$ cat src/rtl/ctrl_pkg.sv
// Shared opcode, ALU-code and control-bundle definitions for the ID-stage decoder.
package ctrl_pkg;

  localparam int OPCODE_W   = 6;
  localparam int ALU_CODE_W = 4;
  localparam int ALUSRC_W   = 2;
  localparam int WB_SEL_W   = 2;

  localparam logic [OPCODE_W-1:0] OP_RTYPE = 6'b000000;
  localparam logic [OPCODE_W-1:0] OP_ADDI  = 6'b001000;
  localparam logic [OPCODE_W-1:0] OP_SLTIU = 6'b001011;
  localparam logic [OPCODE_W-1:0] OP_BEQ   = 6'b000100;
  localparam logic [OPCODE_W-1:0] OP_LUI   = 6'b001111;
  localparam logic [OPCODE_W-1:0] OP_ORI   = 6'b001101;
  localparam logic [OPCODE_W-1:0] OP_BNE   = 6'b000101;
  localparam logic [OPCODE_W-1:0] OP_LW    = 6'b100011;
  localparam logic [OPCODE_W-1:0] OP_SW    = 6'b101011;
  localparam logic [OPCODE_W-1:0] OP_BLEZ  = 6'b000110;
  localparam logic [OPCODE_W-1:0] OP_BGTZ  = 6'b000111;
  localparam logic [OPCODE_W-1:0] OP_J     = 6'b000010;
  localparam logic [OPCODE_W-1:0] OP_JAL   = 6'b000011;

  localparam logic [ALU_CODE_W-1:0] ALU_RTYPE = 4'd0;
  localparam logic [ALU_CODE_W-1:0] ALU_ADDI  = 4'd1;
  localparam logic [ALU_CODE_W-1:0] ALU_SLTIU = 4'd2;
  localparam logic [ALU_CODE_W-1:0] ALU_BEQ   = 4'd3;
  localparam logic [ALU_CODE_W-1:0] ALU_LUI   = 4'd4;
  localparam logic [ALU_CODE_W-1:0] ALU_ORI   = 4'd5;
  localparam logic [ALU_CODE_W-1:0] ALU_BNE   = 4'd6;
  localparam logic [ALU_CODE_W-1:0] ALU_LW    = 4'd7;
  localparam logic [ALU_CODE_W-1:0] ALU_SW    = 4'd8;
  localparam logic [ALU_CODE_W-1:0] ALU_BLEZ  = 4'd9;
  localparam logic [ALU_CODE_W-1:0] ALU_BGTZ  = 4'd10;
  localparam logic [ALU_CODE_W-1:0] ALU_J     = 4'd11;
  localparam logic [ALU_CODE_W-1:0] ALU_JAL   = 4'd12;

  localparam logic [ALUSRC_W-1:0] ALUSRC_REG  = 2'd0;
  localparam logic [ALUSRC_W-1:0] ALUSRC_IMM  = 2'd1;
  localparam logic [ALUSRC_W-1:0] ALUSRC_ZERO = 2'd2;

  localparam logic [WB_SEL_W-1:0] WB_ALU = 2'd0;
  localparam logic [WB_SEL_W-1:0] WB_MEM = 2'd1;
  localparam logic [WB_SEL_W-1:0] WB_PC4 = 2'd2;

  typedef enum logic [1:0] {DST_NONE, DST_RD, DST_RT, DST_LINK} dst_sel_e;

  typedef struct packed {
    logic [ALU_CODE_W-1:0] alu_code;
    logic [ALUSRC_W-1:0]   alusrc;
    logic                  branch;
    logic                  branch_eq;
    logic                  memread;
    logic                  memwrite;
    logic                  regwrite;
    logic [WB_SEL_W-1:0]   wb_sel;
  } ctrl_t;

endpackage

$ cat src/rtl/ctrl_decode_stage_if.sv
// ID-side inputs and ID/EX control outputs of the decode stage, bundled with directional views.
interface ctrl_decode_stage_if #(
  parameter int INSTR_W = 32,
  parameter int ALUOP_W = 4,
  parameter int RADDR_W = 5
) ();

  logic [INSTR_W-1:0] instr_i;
  logic               instr_valid_i;
  logic               flush_i;
  logic               hold_i;
  logic               stall_o;
  logic               ex_valid_o;
  logic [ALUOP_W-1:0] ex_alu_op_o;
  logic [1:0]         ex_alusrc_o;
  logic               ex_branch_o;
  logic               ex_branch_eq_o;
  logic               ex_memread_o;
  logic               ex_memwrite_o;
  logic               ex_regwrite_o;
  logic [1:0]         ex_wb_sel_o;
  logic [RADDR_W-1:0] ex_rs_o;
  logic [RADDR_W-1:0] ex_rt_o;
  logic [RADDR_W-1:0] ex_dst_o;
  logic               ex_illegal_o;

  // instr_i is consumed on an edge where instr_valid_i=1 and stall_o=0 and flush_i=0;
  // while stall_o=1 the producer must hold instr_i steady; ex_valid_o marks a real op in EX.
  modport slave (
    input  instr_i, instr_valid_i, flush_i, hold_i,
    output stall_o, ex_valid_o, ex_alu_op_o, ex_alusrc_o, ex_branch_o, ex_branch_eq_o,
           ex_memread_o, ex_memwrite_o, ex_regwrite_o, ex_wb_sel_o, ex_rs_o, ex_rt_o,
           ex_dst_o, ex_illegal_o
  );

  modport master (
    output instr_i, instr_valid_i, flush_i, hold_i,
    input  stall_o, ex_valid_o, ex_alu_op_o, ex_alusrc_o, ex_branch_o, ex_branch_eq_o,
           ex_memread_o, ex_memwrite_o, ex_regwrite_o, ex_wb_sel_o, ex_rs_o, ex_rt_o,
           ex_dst_o, ex_illegal_o
  );

endinterface

$ cat src/rtl/ctrl_decode_comb.sv
// Pure opcode decoder: control bundle, resolved destination, illegal flag and source usage.
module ctrl_decode_comb
  import ctrl_pkg::*;
#(
  parameter int INSTR_W = 32,
  parameter int RADDR_W = 5,
  parameter int EN_BZ   = 1
) (
  input  logic [INSTR_W-1:0] instr,
  input  logic               instr_valid,
  output ctrl_t              ctrl,
  output logic [RADDR_W-1:0] rs,
  output logic [RADDR_W-1:0] rt,
  output logic [RADDR_W-1:0] dst,
  output logic               illegal,
  output logic               uses_rs,
  output logic               uses_rt
);

  localparam int   LOW_W = INSTR_W - 16 - RADDR_W;
  localparam logic BZ_ON = (EN_BZ != 0);

  logic [OPCODE_W-1:0] opcode;
  logic [RADDR_W-1:0]  rd;
  dst_sel_e            dst_sel;
  logic                unused_low;

  assign opcode     = instr[INSTR_W-1 -: OPCODE_W];
  assign rs         = instr[INSTR_W-7 -: RADDR_W];
  assign rt         = instr[INSTR_W-12 -: RADDR_W];
  assign rd         = instr[INSTR_W-17 -: RADDR_W];
  assign unused_low = ^instr[LOW_W-1:0];

  always_comb begin
    ctrl    = '0;
    dst_sel = DST_NONE;
    illegal = 1'b0;
    case (opcode)
      OP_RTYPE: begin ctrl.alu_code = ALU_RTYPE; ctrl.regwrite = 1'b1; dst_sel = DST_RD; end
      OP_ADDI:  begin ctrl.alu_code = ALU_ADDI;  ctrl.alusrc = ALUSRC_IMM; ctrl.regwrite = 1'b1; dst_sel = DST_RT; end
      OP_SLTIU: begin ctrl.alu_code = ALU_SLTIU; ctrl.alusrc = ALUSRC_IMM; ctrl.regwrite = 1'b1; dst_sel = DST_RT; end
      OP_BEQ:   begin ctrl.alu_code = ALU_BEQ;   ctrl.branch = 1'b1; ctrl.branch_eq = 1'b1; end
      OP_LUI:   begin ctrl.alu_code = ALU_LUI;   ctrl.alusrc = ALUSRC_IMM; ctrl.regwrite = 1'b1; dst_sel = DST_RT; end
      OP_ORI:   begin ctrl.alu_code = ALU_ORI;   ctrl.alusrc = ALUSRC_IMM; ctrl.regwrite = 1'b1; dst_sel = DST_RT; end
      OP_BNE:   begin ctrl.alu_code = ALU_BNE;   ctrl.branch = 1'b1; end
      OP_LW: begin
        ctrl.alu_code = ALU_LW;
        ctrl.alusrc   = ALUSRC_IMM;
        ctrl.memread  = 1'b1;
        ctrl.regwrite = 1'b1;
        ctrl.wb_sel   = WB_MEM;
        dst_sel       = DST_RT;
      end
      OP_SW:    begin ctrl.alu_code = ALU_SW;    ctrl.alusrc = ALUSRC_IMM; ctrl.memwrite = 1'b1; end
      OP_BLEZ: begin
        if (BZ_ON) begin ctrl.alu_code = ALU_BLEZ; ctrl.alusrc = ALUSRC_ZERO; end
        else illegal = 1'b1;
      end
      OP_BGTZ: begin
        if (BZ_ON) begin ctrl.alu_code = ALU_BGTZ; ctrl.alusrc = ALUSRC_ZERO; end
        else illegal = 1'b1;
      end
      OP_J:     ctrl.alu_code = ALU_J;
      OP_JAL: begin
        ctrl.alu_code = ALU_JAL;
        ctrl.regwrite = 1'b1;
        ctrl.wb_sel   = WB_PC4;
        dst_sel       = DST_LINK;
      end
      default:  illegal = 1'b1;
    endcase
  end

  always_comb begin
    dst = '0;
    case (dst_sel)
      DST_RD:   dst = rd;
      DST_RT:   dst = rt;
      DST_LINK: dst = '1;
      default:  dst = '0;
    endcase
  end

  // Illegal encodings still count as rs readers so a hazard can never be missed on them.
  assign uses_rs = instr_valid & !(opcode inside {OP_J, OP_JAL, OP_LUI});
  assign uses_rt = instr_valid & (opcode inside {OP_RTYPE, OP_BEQ, OP_BNE, OP_SW});

endmodule

$ cat src/rtl/ctrl_decode_stage.sv
// Pipelined ID stage: decode into an ID/EX control register with load-use stall and bubble count.
module ctrl_decode_stage
  import ctrl_pkg::*;
#(
  parameter int INSTR_W = 32,
  parameter int ALUOP_W = 4,
  parameter int RADDR_W = 5,
  parameter int CNT_W   = 16,
  parameter int EN_BZ   = 1
) (
  input  logic             clk_i,
  input  logic             rst_n,
  ctrl_decode_stage_if.slave bus,
  output logic [CNT_W-1:0] stall_cnt_o
);

  typedef struct packed {
    logic               valid;
    logic               illegal;
    ctrl_t              ctrl;
    logic [RADDR_W-1:0] rs;
    logic [RADDR_W-1:0] rt;
    logic [RADDR_W-1:0] dst;
  } idex_t;

  ctrl_t              dec_ctrl;
  logic [RADDR_W-1:0] dec_rs;
  logic [RADDR_W-1:0] dec_rt;
  logic [RADDR_W-1:0] dec_dst;
  logic               dec_illegal;
  logic               uses_rs;
  logic               uses_rt;
  logic               hazard;
  logic               cnt_inc;
  idex_t              dec_word;
  idex_t              ex_d;
  idex_t              ex_q;
  logic [CNT_W-1:0]   cnt_q;

  ctrl_decode_comb #(
    .INSTR_W (INSTR_W),
    .RADDR_W (RADDR_W),
    .EN_BZ   (EN_BZ)
  ) u_decode (
    .instr       (bus.instr_i),
    .instr_valid (bus.instr_valid_i),
    .ctrl        (dec_ctrl),
    .rs          (dec_rs),
    .rt          (dec_rt),
    .dst         (dec_dst),
    .illegal     (dec_illegal),
    .uses_rs     (uses_rs),
    .uses_rt     (uses_rt)
  );

  always_comb begin
    dec_word         = '0;
    dec_word.valid   = 1'b1;
    dec_word.illegal = dec_illegal;
    dec_word.ctrl    = dec_ctrl;
    dec_word.rs      = dec_rs;
    dec_word.rt      = dec_rt;
    dec_word.dst     = dec_dst;
  end

  // A load writing $0 never produces a usable value, so it cannot cause a stall.
  assign hazard = ex_q.valid && ex_q.ctrl.memread && (ex_q.dst != '0) &&
                  ((uses_rs && (dec_rs == ex_q.dst)) || (uses_rt && (dec_rt == ex_q.dst)));

  always_comb begin
    ex_d = '0;
    if (bus.flush_i)            ex_d = '0;
    else if (bus.hold_i)        ex_d = ex_q;
    else if (hazard)            ex_d = '0;
    else if (bus.instr_valid_i) ex_d = dec_word;
  end

  assign bus.stall_o = !bus.flush_i && (bus.hold_i || hazard);
  assign cnt_inc     = !bus.flush_i && !bus.hold_i && hazard;

  always_ff @(posedge clk_i or negedge rst_n) begin
    if (!rst_n) begin
      ex_q  <= '0;
      cnt_q <= '0;
    end else begin
      ex_q <= ex_d;
      if (cnt_inc && (cnt_q != '1)) cnt_q <= cnt_q + CNT_W'(1);
    end
  end

  assign bus.ex_valid_o     = ex_q.valid;
  assign bus.ex_alu_op_o    = ALUOP_W'(ex_q.ctrl.alu_code);
  assign bus.ex_alusrc_o    = ex_q.ctrl.alusrc;
  assign bus.ex_branch_o    = ex_q.ctrl.branch;
  assign bus.ex_branch_eq_o = ex_q.ctrl.branch_eq;
  assign bus.ex_memread_o   = ex_q.ctrl.memread;
  assign bus.ex_memwrite_o  = ex_q.ctrl.memwrite;
  assign bus.ex_regwrite_o  = ex_q.ctrl.regwrite;
  assign bus.ex_wb_sel_o    = ex_q.ctrl.wb_sel;
  assign bus.ex_rs_o        = ex_q.rs;
  assign bus.ex_rt_o        = ex_q.rt;
  assign bus.ex_dst_o       = ex_q.dst;
  assign bus.ex_illegal_o   = ex_q.illegal;
  assign stall_cnt_o        = cnt_q;

endmodule

$ cat src/flat_wrapper.sv
// flat-port wrapper written by rule: the top's interface ports become plain ports
module ctrl_decode_stage_flat import ctrl_pkg::*;
#(
  parameter int INSTR_W = 32,
  parameter int ALUOP_W = 4,
  parameter int RADDR_W = 5,
  parameter int CNT_W   = 16,
  parameter int EN_BZ   = 1
)
  (clk_i, rst_n, stall_cnt_o, bus_instr_i, bus_instr_valid_i, bus_flush_i, bus_hold_i, bus_stall_o, bus_ex_valid_o, bus_ex_alu_op_o, bus_ex_alusrc_o, bus_ex_branch_o, bus_ex_branch_eq_o, bus_ex_memread_o, bus_ex_memwrite_o, bus_ex_regwrite_o, bus_ex_wb_sel_o, bus_ex_rs_o, bus_ex_rt_o, bus_ex_dst_o, bus_ex_illegal_o);
  ctrl_decode_stage_if #(.INSTR_W(INSTR_W), .ALUOP_W(ALUOP_W), .RADDR_W(RADDR_W)) bus_i ();
  input  logic clk_i;
  input  logic rst_n;
  output logic [CNT_W-1:0] stall_cnt_o;
  input wire logic [$bits(bus_i.instr_i)-1:0] bus_instr_i;
  input wire logic [$bits(bus_i.instr_valid_i)-1:0] bus_instr_valid_i;
  input wire logic [$bits(bus_i.flush_i)-1:0] bus_flush_i;
  input wire logic [$bits(bus_i.hold_i)-1:0] bus_hold_i;
  output wire logic [$bits(bus_i.stall_o)-1:0] bus_stall_o;
  output wire logic [$bits(bus_i.ex_valid_o)-1:0] bus_ex_valid_o;
  output wire logic [$bits(bus_i.ex_alu_op_o)-1:0] bus_ex_alu_op_o;
  output wire logic [$bits(bus_i.ex_alusrc_o)-1:0] bus_ex_alusrc_o;
  output wire logic [$bits(bus_i.ex_branch_o)-1:0] bus_ex_branch_o;
  output wire logic [$bits(bus_i.ex_branch_eq_o)-1:0] bus_ex_branch_eq_o;
  output wire logic [$bits(bus_i.ex_memread_o)-1:0] bus_ex_memread_o;
  output wire logic [$bits(bus_i.ex_memwrite_o)-1:0] bus_ex_memwrite_o;
  output wire logic [$bits(bus_i.ex_regwrite_o)-1:0] bus_ex_regwrite_o;
  output wire logic [$bits(bus_i.ex_wb_sel_o)-1:0] bus_ex_wb_sel_o;
  output wire logic [$bits(bus_i.ex_rs_o)-1:0] bus_ex_rs_o;
  output wire logic [$bits(bus_i.ex_rt_o)-1:0] bus_ex_rt_o;
  output wire logic [$bits(bus_i.ex_dst_o)-1:0] bus_ex_dst_o;
  output wire logic [$bits(bus_i.ex_illegal_o)-1:0] bus_ex_illegal_o;
  assign bus_i.instr_i = bus_instr_i;
  assign bus_i.instr_valid_i = bus_instr_valid_i;
  assign bus_i.flush_i = bus_flush_i;
  assign bus_i.hold_i = bus_hold_i;
  assign bus_stall_o = bus_i.stall_o;
  assign bus_ex_valid_o = bus_i.ex_valid_o;
  assign bus_ex_alu_op_o = bus_i.ex_alu_op_o;
  assign bus_ex_alusrc_o = bus_i.ex_alusrc_o;
  assign bus_ex_branch_o = bus_i.ex_branch_o;
  assign bus_ex_branch_eq_o = bus_i.ex_branch_eq_o;
  assign bus_ex_memread_o = bus_i.ex_memread_o;
  assign bus_ex_memwrite_o = bus_i.ex_memwrite_o;
  assign bus_ex_regwrite_o = bus_i.ex_regwrite_o;
  assign bus_ex_wb_sel_o = bus_i.ex_wb_sel_o;
  assign bus_ex_rs_o = bus_i.ex_rs_o;
  assign bus_ex_rt_o = bus_i.ex_rt_o;
  assign bus_ex_dst_o = bus_i.ex_dst_o;
  assign bus_ex_illegal_o = bus_i.ex_illegal_o;
  ctrl_decode_stage #(.INSTR_W(INSTR_W), .ALUOP_W(ALUOP_W), .RADDR_W(RADDR_W), .CNT_W(CNT_W), .EN_BZ(EN_BZ)) u_core (.clk_i(clk_i), .rst_n(rst_n), .bus(bus_i), .stall_cnt_o(stall_cnt_o));
endmodule
$ cat config.mk
export PLATFORM = sky130hd
export DESIGN_NAME = ctrl_decode_stage_flat
export DESIGN_NICKNAME = d
export VERILOG_FILES = /design/src/rtl/ctrl_pkg.sv /design/src/rtl/ctrl_decode_stage_if.sv /design/src/rtl/ctrl_decode_comb.sv /design/src/rtl/ctrl_decode_stage.sv /design/src/flat_wrapper.sv
export SDC_FILE = /design/constraint.sdc
export NUM_CORES = 1
export LEC_CHECK = 0
export ABC_AREA = 0
export CORE_MARGIN = 2
export CORE_UTILIZATION = 49
export CTS_CLUSTER_DIAMETER = 50
export DETAILED_ROUTE_END_ITERATION = 12
export GPL_TIMING_DRIVEN = 0
export MAX_ROUTING_LAYER = met4
export PLACE_DENSITY = 0.88
export SLEW_MARGIN = 20
export SYNTH_ARGS = -nofsm -noshare
export SYNTH_HDL_FRONTEND = slang
export SYNTH_SLANG_ARGS = --single-unit
$ cat constraint.sdc
create_clock -name clk_i -period 5.7 [get_ports clk_i]
set_clock_uncertainty 0.15 [all_clocks]
set_input_delay 1.14 -clock clk_i [delete_from_list [all_inputs] [get_ports clk_i]]
set_output_delay 1.14 -clock clk_i [all_outputs]
set_load 0.01 [all_outputs]
* Word level (Yosys, flattened, before mapping)
Cells that the tools add are included.
** Operators by class
- Add/sub/neg operators :: 1
- Bitwise logic cells :: 2
- Reductions and logical operators :: 24
- Muxes and demuxes :: 15
- Eq/ne operators :: 19
** Operators by type and width (count)
- 30-bit two-way mux :: 4
- 4-bit one-hot mux with 12 select lines :: 1
- 6-bit by 3-bit equality test with 1-bit output, second input constant :: 4
- 6-bit by 4-bit equality test with 1-bit output, second input constant :: 4
- 16-bit by 1-bit adder with 16-bit output, second input constant :: 1
- 16-bit inequality test, second input constant :: 1
- 5-bit one-hot mux with 3 select lines :: 1
- 13-bit OR reduction :: 1
- 6-bit by 2-bit equality test with 1-bit output, second input constant :: 2
- 6-bit equality test, second input constant :: 2
- 5-bit equality test :: 2
- 1-bit logical AND :: 9
- 2-bit one-hot mux with 2 select lines :: 2
- 7-bit OR reduction :: 1
- 6-bit logical NOT :: 1
- 1-bit two-way mux :: 6
- 2-bit one-hot mux with 3 select lines :: 1
- 6-bit OR reduction :: 1
- 5-bit nonzero test :: 1
- 5-bit OR reduction :: 1
- 2-bit equality test, second input constant :: 2
- 4-bit nonzero test :: 1
- 2-bit OR reduction :: 2
- 1-bit logical NOT :: 3
- other kinds (5) :: 7
** Word-level totals
- Input port bits :: 37
- Output and inout port bits :: 47
- Flip-flop bits (word level) :: 46
- Word-level logic and storage cells :: 75

* Longest topological paths before layout
Gate-level depths: netlist of run 1.
- Word-level depth :: 10
- Mapped depth :: 8

* Modules after synthesis
From an unflattened synthesis of run 1, not the netlist that was laid out.
** Second synthesis, totals
- Cell total of the unflattened synthesis :: 270
- Area, all modules :: 2676.3 µm²
** By module, submodules not included
- ctrl_decode_stage :: cells each 175, area each 2112.0 µm², instances 1
- ctrl_decode_comb :: cells each 95, area each 564.3 µm², instances 1

* Worst setup path after synthesis of run 1
OpenSTA, ideal clock, no wires.
- Path kind :: input port to output port
- From :: input port bus_instr_i[27]
- To :: output port bus_stall_o
- Stages on the path :: 7
- Data required time :: 4.410 ns
- Buffers on the path :: 1
- Arrival time :: 2.792 ns
- Path slack :: 1.618 ns
- Cell sequence :: buf_2 -> or3_1 -> o2bb2ai_1 -> or4b_1 -> o21ai_1 -> a21oi_1 -> nor2_1
** On the way
- Longest elaborated chain between the ends :: 9
- Elaborated cells on any way between the ends :: 18
- Those cells by class :: eq/ne: 6; bitwise: 2; reduce/logical: 10
** Ends and longest elaborated chain
- from (decl) :: RTL line flat_wrapper.sv:15 : input wire logic [$bits(bus_i.instr_i)-1:0] bus_instr_i;
- 6-bit by 2-bit equality test with 1-bit output / 6-bit by 4-bit equality test with 1-bit output (equally long branches) :: RTL line ctrl_decode_comb.sv:85 : assign uses_rs = instr_valid & !(opcode inside {OP_J, OP_JAL, OP_LUI});
- 3-bit nonzero test :: RTL line ctrl_decode_comb.sv:85
- 1-bit logical NOT :: RTL line ctrl_decode_comb.sv:85
- 1-bit AND :: RTL line ctrl_decode_comb.sv:85
- 1-bit logical AND :: RTL line ctrl_decode_stage.sv:68 : ((uses_rs && (dec_rs == ex_q.dst)) || (uses_rt && (dec_rt == ex_q.dst)));
- 1-bit logical OR * :: RTL line ctrl_decode_stage.sv:68
- 1-bit logical AND * :: RTL line ctrl_decode_stage.sv:67 : assign hazard = ex_q.valid && ex_q.ctrl.memread && (ex_q.dst != '0) &&
- 1-bit logical OR * :: RTL line ctrl_decode_stage.sv:78 : assign bus.stall_o = !bus.flush_i && (bus.hold_i || hazard);
- 1-bit logical AND * :: RTL line ctrl_decode_stage.sv:78
- to (decl) :: RTL line flat_wrapper.sv:19 : output wire logic [$bits(bus_i.stall_o)-1:0] bus_stall_o;
Every way passes the cells marked *; elsewhere a longest branch is shown, timed or not.

* Worst setup path in the final report of run 1
- From :: input port bus_instr_i[31]
- To :: output port bus_stall_o
Same word-level chain as after synthesis.

==> results of run 1 <==
## where the power goes
| part | switching, mW | total [mW] | internal [mW] |
|---|---|---|---|
| combinational | 0.0421 | 0.0811 | 0.0390 |
| sequential | 0.00324 | 0.334 | 0.330 |
| clock | 0.104 | 0.189 | 0.0846 |
| total | 0.150 | 0.604 | 0.454 |
## through the flow
step / instances / utilization / power (mW)
after floorplan: 223 / - / 0.376
after global placement: 346 / 0.669 / 0.419
after detailed placement: 347 / 0.672 / 0.421
after CTS: 354 / 0.688 / 0.605
after global routing: 354 / 0.688 / 0.629
final: 354 / 0.688 / 0.604
## how the worst min path moves through the flow
stage | startpoint | to | slack (ns) | depth (start not counted)
final | u_core.bus.ex_branch_eq_o | u_core.bus.ex_branch_eq_o | 0.34 | 2
after global routing | u_core.bus.ex_branch_o | u_core.bus.ex_branch_o | 0.36 | 2
after CTS | u_core.bus.ex_branch_eq_o | u_core.bus.ex_branch_eq_o | 0.34 | 2
after detailed placement | u_core.bus.ex_branch_eq_o | u_core.bus.ex_branch_eq_o | 0.31 | 2
after global placement | u_core.bus.ex_branch_eq_o | u_core.bus.ex_branch_eq_o | 0.31 | 2
after floorplan | u_core.bus.ex_branch_eq_o | u_core.bus.ex_branch_eq_o | 0.36 | 2
## metal layers
| metal | track usage | part of all wire | up-vias |
|---|---|---|---|
| met5 | - | 0 | - |
| met4 | 0.0667 | 0.015 | 0 |
| met3 | 0.0494 | 0.059 | 8 |
| met2 | 0.367 | 0.48 | 78 |
| met1 | 0.310 | 0.45 | 1026 |
| li1 | - | - | 1003 |
## tightest hold or removal path, delay by kind of cell, from the launching register on
family	cells	cell delay (ns)
flops	1	0.35
compound gates	1	0.05
simple gates	1	0.05
## registers in the layout, summed over array words and instances (netlist names)
signal and cells:
u_core.bus.ex_alusrc_o 2, u_core.bus.ex_regwrite_o 1, u_core.bus.ex_alu_op_o 4, u_core.stall_cnt_o 16
u_core.bus.ex_memread_o 1, u_core.bus.ex_dst_o 5, u_core.bus.ex_rs_o 5, u_core.bus.ex_branch_eq_o 1
u_core.bus.ex_branch_o 1, u_core.bus.ex_wb_sel_o 2, u_core.bus.ex_illegal_o 1, u_core.bus.ex_rt_o 5
u_core.bus.ex_memwrite_o 1, u_core.bus.ex_valid_o 1
## layout make-up
type | count | area [sq um] | share of cell area
multi-input cells | 161 | 1160 | 0.359
flip-flops and latches | 46 | 1150 | 0.357
repair buffers | 70 | 706 | 0.219
clock buffers | 7 | 76.3 | 0.0236
well taps | 54 | 67.6 | 0.0209
plain buffers | 14 | 62.6 | 0.0194
inverters | 2 | 7.51 | 0.00233
## cells in the mapped netlist (3+ instances only)
cell	count
xor2_1	6
a22o_1	23
nor3_1	5
xnor2_1	19
nand2_1	10
and4_1	4
nor2_1	7
nor2b_1	6
a32o_1	4
nand3_1	11
clkbuf_1	11
a221o_1	5
or3_1	3
o21ai_0	5
a21oi_1	4
and2_1	3
dfrtp_1	46
nand4_1	10
and3_1	9
## logic make-up after synthesis
| kind of cell | share of synthesized area |
|---|---|
| compound gates | 0.200 |
| fa+ha+maj | 0.00526 |
| flops | 0.484 |
| xor+xnor | 0.0921 |
| simple gates | 0.176 |
| mux | 0.0137 |
| buf+inv | 0.0295 |
==> impl_metrics.py, run 1 <==
metrics = {
    "clock_tree": {
        "clk_latency_ns": 0.30,
        "cts_setup_buffers": 0,
        "ctsResizeCount": 0,
        "cts_buffers": 5,
        "cts_tree": "yes",
        "ctsLongestPathBuffers": 2,
        "cts_sinks": 46,
        "clk_pin_slew_ns": 0.08,
        "cts_hold_buf": 0,
        "root_buffer": "clkbuf_8",
        "h-tree-depth": 2,
    },
    "synthesis": {
        "synthArstFlopShare": 1.00,
        "synth-main-ff-cell": "dfrtp_1",
        "synth_warnings": 0,
        "netlist_top_cells_area": "dfrtp_1 48%, a22o_1 8.5%, xnor2_1 7.0%",
        "yosysTopAreaCell": "dfrtp_1",
        "netlist.area_leader.share": 0.484,
        "avgSynthCellArea_sq_um": 10.7,
        "syn_area_sq_um": 2380,
        "synth_fp_nets": 261,
        "ys_ff_latch": 46,
        "ys_seq_area_frac": 0.484,
        "synth_edf_count": 0,
        "yosysUniqueCellTypes": 44,
        "syn_inst": 223,
    },
    "sta": {
        "whs_ns": 0.342,
        "setup_ws_ns": 0.473,
        "rsz0062_at_grt": "false",
        "slew_violations": 0,
        "timing_hold_violations_final": 0,
        "min_period_ns": 5.23,
        "tightestPinTransition_ns": 0.619,
        "setup_violations": 0,
        "fin_setup_tns_ns": 0,
        "slew_headroom": 0.584,
        "period_share": 0.917,
        "max_freq_mhz": 191,
    },
    "setup_path": {
        "worstPathRequired_ns": 4.41,
        "arrival_ns": 3.94,
        "reg2reg_depth": 7,
        "r2r_start": "u_core.bus.ex_dst_o[4]",
        "cpPeakStageDelay_ns": 0.53,
        "crit_type": "input port to primary output",
        "cp_max_fo": 7,
        "cp_slowest_cell": "clkdlybuf4s50_1",
        "crit-reg2reg-capture": "u_core.bus.ex_memwrite_o",
        "r2r_setup_slack_ns": 3.27,
        "startpoint": "bus_instr_i[31]",
        "crit_end": "bus_stall_o",
        "crit_path_end_kind": "primary output",
        "cpLargestDelayFamily": "buffers and inverters",
        "critPathMostFrequentCell": "clkdlybuf4s50_1",
        "startpoint_type": "input port",
        "path_cells": "clkdlybuf4s50_1 > or3_1 > o2bb2ai_1 > or4b_1 > o21ai_1 > a21oi_1 > nor2_1 > clkdlybuf4s50_1",
        "crit_buf_inv": 2,
        "path_depth": 8,
    },
    "cells_and_area": {
        "drive_gt1_frac": 0.0467,
        "syn_to_final_growth_pct": 35.7,
        "final_net_count": 338,
        "fillers": 375,
        "final_common_cell": "clkdlybuf4s50_1",
        "fin_area_sq_um": 3230,
        "n_antenna_cell": 0,
        "layout_common_cells": "68 x clkdlybuf4s50_1, 46 x dfrtp_1, 23 x a22o_1",
    },
    "pwr": {
        "powerDensity_nw_per_um2": 187,
        "leakagePower_nw": 1.39,
        "worst_ir_drop_vdd_mv": 0.138,
    },
    "grt": {
        "globalRouteOverflowTotal": 0,
        "grt_max_degree": 31,
        "grt_use_total": 0.234,
        "antenna_found_initial": 0,
        "grt_pass1_vias": 1994,
        "grt_first_pass_wirelength_microns": 9430,
    },
    "die": {
        "std_cell_rows": 25,
        "die_h_microns": 73.7,
        "core_sq_um": 4690,
        "initial_core_util": 0.507,
        "die_w_microns": 73.7,
        "pin_count": 84,
        "dieArea_sq_um": 5430,
    },
    "detailed_routing": {
        "vias": 2115,
        "drt.antenna.violating_nets": 0,
        "via_per_inst": 5.97,
        "drt_iter0_drc": 105,
        "drt_wl_total_microns": 5890,
        "drt_pass1_iterations": 4,
        "wl_per_cell_microns": 16.6,
        "remaining_drc_errors": 0,
    },
    "hold_path": {
        "hold_class": "flip-flop to flip-flop",
    },
    "placed_design": {
        "pre_cts_ws_ns": 0.527,
        "numPortBuffers": 69,
        "dp_hpwl_microns": 4340,
        "post_dp_cell_area_sq_um": 3150,
        "routabilityCongestion": 0.924,
    },
    "outcome": {
        "status": "complete, no violations",
    },
    "flow_run": {
        "maxCapViolCount": 0,
    },
}
Power figures use the tool's default switching activity.
==> inputs of run 2 (changes only) <==
--- a/config.mk
+++ b/config.mk
@@ -7,12 +7,12 @@
 export LEC_CHECK = 0
 export ABC_AREA = 0
 export CORE_MARGIN = 2
-export CORE_UTILIZATION = 49
+export CORE_UTILIZATION = 48
 export CTS_CLUSTER_DIAMETER = 50
 export DETAILED_ROUTE_END_ITERATION = 12
 export GPL_TIMING_DRIVEN = 0
 export MAX_ROUTING_LAYER = met4
-export PLACE_DENSITY = 0.88
+export PLACE_DENSITY = 0.87
 export SLEW_MARGIN = 20
 export SYNTH_ARGS = -nofsm -noshare
 export SYNTH_HDL_FRONTEND = slang
==> run 2 against run 1 <==
  * Routed wire length decreased by 2.5%
  * Global-route usage decreased by 1.2 points
  * Worst hold slack got worse by 0.0050 ns
  * Critical path type unchanged
  * Total power increased by 2.5%
==> impl_metrics.py, run 2 (synthesis results as in run 1) <==
metrics = {
    "outcome": {
        "status": "complete, no violations",
    },
    "detailed_routing": {
        "drt_wl_total_microns": 5740,
        "drt_pass1_iterations": 4,
        "drt.antenna.violating_nets": 0,
        "remaining_drc_errors": 0,
        "wl_per_cell_microns": 15.6,
        "vias": 2137,
        "drt_iter0_drc": 152,
        "via_per_inst": 5.81,
    },
    "die": {
        "die_w_microns": 74.4,
        "core_sq_um": 4750,
        "std_cell_rows": 25,
        "die_h_microns": 74.4,
        "initial_core_util": 0.500,
        "dieArea_sq_um": 5530,
        "pin_count": 84,
    },
    "cells_and_area": {
        "final_common_cell": "clkdlybuf4s50_1",
        "n_antenna_cell": 0,
        "fin_area_sq_um": 3260,
        "largest_reg_flops": 16,
        "final_net_count": 338,
        "syn_to_final_growth_pct": 37.2,
        "drive_gt1_frac": 0.0565,
        "layout_common_cells": "68 x clkdlybuf4s50_1, 46 x dfrtp_1, 23 x a22o_1",
    },
    "setup_path": {
        "cp_max_fo": 7,
        "crit_type": "input port to primary output",
        "cpPeakStageDelay_ns": 0.53,
        "critPathMostFrequentCell": "clkdlybuf4s50_1",
        "startpoint_type": "input port",
        "path_cells": "clkdlybuf4s50_1 > or3_1 > o2bb2ai_1 > or4b_1 > o21ai_1 > a21oi_1 > nor2_1 > clkdlybuf4s50_1",
        "cp_slowest_cell": "clkdlybuf4s50_1",
        "arrival_ns": 3.88,
        "crit_path_end_kind": "primary output",
        "worstPathRequired_ns": 4.41,
    },
    "sta": {
        "tightestPinTransition_ns": 0.564,
        "rsz0062_at_grt": "false",
        "max_freq_mhz": 193,
        "min_period_ns": 5.17,
        "slew_violations": 0,
        "timing_hold_violations_final": 0,
        "whs_ns": 0.337,
        "setup_ws_ns": 0.527,
        "setup_violations": 0,
        "period_share": 0.908,
        "fin_setup_tns_ns": 0,
        "slew_headroom": 0.621,
    },
    "grt": {
        "grt_pass1_vias": 2011,
        "grt_use_total": 0.222,
        "grt_max_degree": 33,
        "globalRouteOverflowTotal": 0,
        "global_route.usage.met3": 0.0379,
        "use_met2": 0.366,
        "grt_busiest_layer": "met2",
        "gr-usage-met1": 0.294,
        "grt_first_pass_wirelength_microns": 9340,
        "antenna_found_initial": 0,
    },
    "flow_run": {
        "maxCapViolCount": 0,
    },
    "pwr": {
        "powerDensity_nw_per_um2": 190,
        "worst_ir_drop_vdd_mv": 0.106,
        "leakagePower_nw": 1.40,
    },
    "placed_design": {
        "post_dp_cell_area_sq_um": 3170,
        "pre_cts_ws_ns": 0.540,
        "routabilityCongestion": 0.935,
        "numPortBuffers": 69,
        "dp_hpwl_microns": 4340,
    },
    "clock_tree": {
        "cts_tree": "yes",
        "ctsResizeCount": 0,
        "clk_pin_slew_ns": 0.08,
        "cts_buffers": 5,
        "root_buffer": "clkbuf_8",
        "cts_sinks": 46,
        "cts_setup_buffers": 0,
        "cts_hold_buf": 0,
        "h-tree-depth": 2,
        "ctsLongestPathBuffers": 2,
        "clk_latency_ns": 0.30,
    },
    "hold_path": {
        "hold_class": "flip-flop to flip-flop",
    },
}
run 2: cell count changes in the layout (fill, tap and decap cells not counted):
cell and delta:
clkbuf_8 +1, clkbuf_1 -2, clkinvlp_4 +1, clkinv_2 +1
run 2: per-stage QoR:
stage | power, mW | cells | utilization
floorplan | 0.376 | 223 | -
global placement | 0.419 | 359 | 0.663
detailed placement | 0.421 | 360 | 0.666
CTS | 0.622 | 368 | 0.686
global route | 0.645 | 368 | 0.686
finish | 0.619 | 368 | 0.686
run 2: final cells by class:
class	instances	area, sq um
Clock inverter	2	12.5
Tap cell	67	83.8
Multi-Input combinational cell	161	1160
Fill cell	379	1490
Timing Repair Buffer	70	706
Sequential cell	46	1150
Inverter	2	7.51
Clock buffer	6	82.6
Buffer	14	62.6
run 2: critical path, delay by kind of cell:
family	cells	cell delay [ns]
simple gates	3	0.99
compound gates	3	0.69
buf+inv	2	1.05
run 2: metal layers:
layer  vias to the layer above  share of wire
met2                        70           0.50
met1                      1054           0.44
met4                         0         0.0066
li1                       1006              -
met5                         -              0
met3                         7          0.055
run 2: power by group:
part	internal, mW	switching, mW	total [mW]
registers	0.330	0.00323	0.334
clock network	0.0975	0.107	0.204
logic	0.0390	0.0418	0.0808
run 2: path summary, 6_finish.rpt:
| check | from | endpoint | slack, ns | cells after the start |
|---|---|---|---|---|
| max | bus_instr_i[31] | bus_stall_o | 0.53 | 8 |
| min | u_core.bus.ex_branch_o | u_core.bus.ex_branch_o | 0.34 | 2 |
| max reg2reg | u_core.bus.ex_dst_o[0] | u_core.bus.ex_branch_eq_o | 3.24 | 7 |
| min reg2reg | u_core.bus.ex_branch_o | u_core.bus.ex_branch_o | 0.34 | 2 |
| max in group asynchronous | rst_n | u_core.bus.ex_illegal_o | 4.33 | 2 |
| min in group asynchronous | rst_n | u_core.stall_cnt_o[5] | 0.58 | 1 |
